### config.mk
export PLATFORM = sky130hd
export DESIGN_NAME = multicycle_control_fsm
export DESIGN_NICKNAME = d
export VERILOG_FILES = /design/src/rtl/multicycle_control_fsm.sv
export SDC_FILE = /design/constraint.sdc
export NUM_CORES = 1
export LEC_CHECK = 0
export ABC_AREA = 1
export CAP_MARGIN = 20
export CORE_UTILIZATION = 39
export DETAILED_ROUTE_END_ITERATION = 16
export MAX_ROUTING_LAYER = met4
export PLACE_DENSITY = 0.79
export SYNTH_ARGS = -nofsm -noshare
export SYNTH_HDL_FRONTEND = slang
export SYNTH_SLANG_ARGS = --single-unit
export TNS_END_PERCENT = 20
### constraint.sdc
create_clock -name clk -period 1.7 [get_ports clk]
set_input_delay 0.255 -clock clk [delete_from_list [all_inputs] [get_ports clk]]
set_output_delay 0.255 -clock clk [all_outputs]
set_load 0.005 [all_outputs]
### src/rtl/multicycle_control_fsm.sv
// Multi-cycle MIPS control sequencer: one datapath step per state, stalls on mem_ready.
// Outputs decode from the state register, plus the opcode latched in DECODE.
module multicycle_control_fsm #(
  parameter logic [5:0] JR_FUNCT  = 6'b001000,
  parameter bit         RA_SEL_EN = 1'b1
) (
  input  logic       clk,
  input  logic       reset,
  input  logic [5:0] opcode,
  input  logic [5:0] funct,
  input  logic       zero,
  input  logic       mem_ready,
  output logic       pcwrite,
  output logic       pcwrite_cond,
  output logic       iord,
  output logic       memread,
  output logic       memwrite,
  output logic       irwrite,
  output logic       regwrite,
  output logic       regdest,
  output logic       memtoreg,
  output logic       ra_sel,
  output logic       alusrca,
  output logic [1:0] alusrcb,
  output logic [1:0] aluop,
  output logic [1:0] pcsource,
  output logic [1:0] load_control,
  output logic [1:0] store_control,
  output logic       extend,
  output logic       lui_control,
  output logic       illegal,
  output logic [3:0] state
);
  // state  | meaning
  // FETCH  | read instruction at PC, PC+4 -> PC on mem_ready
  // DECODE | branch target -> ALUOut, dispatch on opcode
  // MEMADR | base + imm -> ALUOut
  // MEMRD  | load access, wait for mem_ready
  // MEMWB  | MDR -> rt
  // MEMWR  | store access, wait for mem_ready
  // EXEC   | R-type ALU op
  // RWB    | ALUOut -> rd
  // BRANCH | compare A,B; PC <= ALUOut if zero
  // JUMP   | PC <= jump target
  // JAL    | PC <= jump target, PC -> $31
  // JR     | PC <= A
  // IEXEC  | A + imm (addi/lui)
  // IWB    | ALUOut or imm<<16 -> rt
  typedef enum logic [3:0] {
    FETCH = 4'd0, DECODE = 4'd1, MEMADR = 4'd2, MEMRD = 4'd3, MEMWB = 4'd4,
    MEMWR = 4'd5, EXEC = 4'd6, RWB = 4'd7, BRANCH = 4'd8, JUMP = 4'd9,
    JAL = 4'd10, JR = 4'd11, IEXEC = 4'd12, IWB = 4'd13
  } state_t;

  state_t     state_q;
  state_t     decode_next;
  logic [5:0] op_q;
  logic [1:0] size_code;

  always_comb begin
    decode_next = FETCH;
    case (opcode)
      6'b100011, 6'b100000, 6'b100001, 6'b100100,
      6'b100101, 6'b101011, 6'b101000, 6'b101001: decode_next = MEMADR;
      6'b000000: decode_next = (funct == JR_FUNCT) ? JR : EXEC;
      6'b000100: decode_next = BRANCH;
      6'b000010: decode_next = JUMP;
      6'b000011: decode_next = JAL;
      6'b001000, 6'b001111: decode_next = IEXEC;
      default: decode_next = FETCH;
    endcase
  end

  always_ff @(posedge clk) begin
    if (reset) begin
      state_q <= FETCH;
      op_q    <= '0;
    end else begin
      case (state_q)
        FETCH:  if (mem_ready) state_q <= DECODE;
        DECODE: begin
          op_q    <= opcode;
          state_q <= decode_next;
        end
        // stores are 101xxx, loads 100xxx
        MEMADR: state_q <= op_q[3] ? MEMWR : MEMRD;
        MEMRD:  if (mem_ready) state_q <= MEMWB;
        MEMWR:  if (mem_ready) state_q <= FETCH;
        EXEC:   state_q <= RWB;
        IEXEC:  state_q <= IWB;
        default: state_q <= FETCH;
      endcase
    end
  end

  // word = xx11, byte = xx00, half = xx01 across the load/store opcodes
  always_comb begin
    case (op_q[1:0])
      2'b00:   size_code = 2'b01;
      2'b01:   size_code = 2'b10;
      default: size_code = 2'b00;
    endcase
  end

  always_comb begin
    pcwrite = 1'b0; pcwrite_cond = 1'b0; iord = 1'b0; memread = 1'b0;
    memwrite = 1'b0; irwrite = 1'b0; regwrite = 1'b0; regdest = 1'b0;
    memtoreg = 1'b0; ra_sel = 1'b0; alusrca = 1'b0; alusrcb = 2'b00;
    aluop = 2'b00; pcsource = 2'b00; load_control = 2'b00; store_control = 2'b00;
    extend = 1'b0; lui_control = 1'b0; illegal = 1'b0;
    case (state_q)
      FETCH: begin
        memread = 1'b1;
        alusrcb = 2'b01;
        // reset gating keeps the reset cycle free of IR/PC loads
        irwrite = mem_ready & ~reset;
        pcwrite = mem_ready & ~reset;
      end
      DECODE: begin
        alusrcb = 2'b11;
        illegal = (decode_next == FETCH);
      end
      MEMADR: begin alusrca = 1'b1; alusrcb = 2'b10; end
      MEMRD:  begin iord = 1'b1; memread = 1'b1; end
      MEMWB:  begin regwrite = 1'b1; memtoreg = 1'b1; end
      MEMWR:  begin iord = 1'b1; memwrite = 1'b1; end
      EXEC:   begin alusrca = 1'b1; aluop = 2'b10; end
      RWB:    begin regwrite = 1'b1; regdest = 1'b1; end
      BRANCH: begin alusrca = 1'b1; aluop = 2'b01; pcwrite_cond = 1'b1; pcsource = 2'b01; end
      JUMP:   begin pcwrite = 1'b1; pcsource = 2'b10; end
      JAL:    begin pcwrite = 1'b1; pcsource = 2'b10; regwrite = 1'b1; ra_sel = RA_SEL_EN; end
      JR:     begin pcwrite = 1'b1; pcsource = 2'b11; end
      IEXEC:  begin alusrca = 1'b1; alusrcb = 2'b10; end
      IWB:    begin regwrite = 1'b1; lui_control = (op_q == 6'b001111); end
      default: ;
    endcase
    if (state_q inside {MEMADR, MEMRD, MEMWB, MEMWR}) begin
      if (op_q[3]) store_control = size_code;
      else begin
        load_control = size_code;
        extend       = ~op_q[2] & ~op_q[1];
      end
    end
  end

  assign state = state_q;
endmodule

==> results.md <==
- # IOs: 44
- Cts hold-fix bufs: 0
- Longest Clk Path Bufs: 2
- WS Path Type: in -> out
- Synthesized area: 835.8 um^2
- CP startpoint: opcode[1]
- Starting Density: 42.17%
- Die ar.: 2332 um^2
- Critical Path AT: 1480 ps
- Launching point of the worst reg2reg path: state[1]
- Hold Crit Depth: 4
- Via count: 1333
- Number of max-cap violations: 0
- CP Max Fanout: 5
- #FFs+latches synth: 10
- Clock root cell: clkbuf_4
- ANT cells: 0
- Final setup violation count: 1
- Final WS setup: -32.89 ps
- CTS HTree Levels: 1
- Drt pass-1 iters: 4
- Worst hold slack: 500.3 ps
- Synth top area share: 23.95%
- HP Class: in -> reg
- Total track usage: 31.79%
- DIE HEIGHT: 48.30 um
- End of the critical path: illegal
- Final HPWL DP: 2329 um
- Total grt overflow: 0
- Share of layout cells above drive strength 1: 44.21%
- Num CTS Buffers: 3
- Synth warn: 0
- # fillers: 121
- Reg2reg path depth: 10
- Clock slew at reported path FFs: 70 ps
- WL final: 3423 um
- Setup slack at placement: -452.3 ps
- R2R Setup Slk: 210 ps
- Vias in the first global route: 1188
- P&R area growth vs syn: 103.4%
- Max frequency: 577.1 MHz
- Final period utilization: 101.9%
- Most frequent cells in the layout: 39 x buf_4, 31 x nand2_1, 19 x inv_1
- Post-DRT Antenna Nets: 0
- Nets: 250
- Leading area contributor after synthesis: dfxtp_1
- Leakage dissipation: 0.9264 nW
- Cells after Synth: 148
- Final Hold Vio Count: 0
- Failing checks: negative setup slack
- Most common cell after layout, fill and taps aside: buf_4
- Die width: 48.30 um
- Clock Latency Late Sink: 280 ps
- Synth top area cells: dfxtp_1 24%, nand2_1 16%, inv_1 9.0%
- Gpl congestion: 0.9285
- Clock sinks: 10
- Initial antenna violation count: 0
- PortBufs: 42
- Clk_skew: 0.6187 ps
- FP Rows: 16
- DRC viols: 0
- Max-slew headroom: 80.41%
- Yosys cell types: 23
- Via density: 5.127
- PwrDens: 532.2 nW/um^2
- Outcome: finished with violations
- Routed len/inst: 13.17 um
- Pin count of the biggest net entering global routing: 13
- Syn Area/Cell: 5.647 um^2
- Post-route minimum period: 1733 ps
- Seq/Total Area, Yosys: 23.95%
- DR iter-0 viols: 25
- CP startpoint kind: input port
- Max Slew Vio Count: 0
- Worst setup EP type: output port
- Maximum vdd drop: 0.4342 mV
- Syn nets: 164
- First-pass GRT wire length: 4995 um
- Unrepaired setup endpoints after global routing: yes
- Worst reg2reg endpoint: state[0]
- CP Data Required Time: 1440 ps
- CTS tree: done
- CORE AREA: 1982 um^2
- Slew @ Worst Pin: 293.4 ps
## worst min-delay path by stage
stage,endpoint,start
after global routing,op_q[5],opcode[5]
after floorplan,state[0],reset
after global placement,op_q[0],op_q[0]
final,op_q[4],opcode[4]
after detailed placement,op_q[0],op_q[0]
after CTS,op_q[0],opcode[0]
## cell usage after synthesis
cell type and n:
nand2_1 35, inv_1 20, nor2_1 19, a21oi_1 11, dfxtp_1 10, nand3_1 10, inv_2 5, nand4_1 5
o21ai_1 5, nor3_1 4, nor4_1 4, nor2_2 3, o21ai_0 3, or2_2 3, buf_4 2, nand2_2 2
a21oi_2 1, a31oi_1 1, clkinv_1 1, nand3b_1 1, nor2_4 1, o21ai_2 1, or2_1 1
## per-layer routing
metal | share of wire (%) | vias to the layer above | global-route usage (%)
met2 | 55 | 56 | 57.60
met5 | 0 | - | -
met4 | 3.5 | 0 | 12.22
li1 | - | 648 | -
met1 | 38 | 617 | 35.20
met3 | 3.5 | 12 | 3.333
## flip-flops by register name, summed over array words and instances, names as in the netlist
name,flops
op_q,6
state,4
## final cells by class
| cell class | instances | area (um^2) | share of cell area [%] |
|---|---|---|---|
| clock buffers | 4 | 36.28 | 2.134 |
| well taps | 27 | 33.78 | 1.987 |
| repair buffers | 83 | 673.1 | 39.59 |
| flip-flops and latches | 10 | 215.2 | 12.66 |
| multi-input cells | 110 | 644.4 | 37.90 |
| inverters | 26 | 97.59 | 5.740 |
## kinds of logic (layout without fill, tap and decap cells)
family / after synthesis / after routing / share of synthesized area [%]
flip-flops: 10 / 10 / 23.95
buffers and inverters: 28 / 113 / 13.47
AND/OR/NAND/NOR: 88 / 88 / 48.35
AO/OA/AOI/OAI: 22 / 22 / 14.22
## through the flow
step                setup TNS [ps]  area [um^2]  util, %  power [mW]  cells
detailed placement           -1719         1560    78.72      0.6361    253
finish                      -32.89         1700    85.80      0.9050    260
CTS                         -960.1         1663    83.90      0.8623    259
global route                -278.3         1700    85.80      0.9653    260
global placement             -1157         1560    78.72      0.6212    253
floorplan                        0        835.8        -      0.4377    148
## repair_timing
action	4_1_cts	5_1_grt
pin swaps	3	3
buffers inserted	2	1
endpoints found under the setup margin	24	20
gates resized for setup	64	38
## worst max-delay path, stage by stage
cell             delay [ps]
dlygate4sd2_1           270
buf_6                   130
nand2_1                  60
nand2_1                  40
nand3_1                 110
nand2_1                  90
nor2_2                  130
nand3_1                  90
nor2_1                  100
clkdlybuf4s15_2         210
## power breakdown
part           internal [mW]  switching (mW)  leakage, nW  total [mW]
Combinational          0.193           0.194        0.820       0.386
Clock                  0.130          0.0909       0.0210       0.221
Sequential             0.259          0.0383       0.0850       0.297
Total                  0.582           0.323        0.926       0.905
Note: power is estimated with default switching activity, not from simulation.
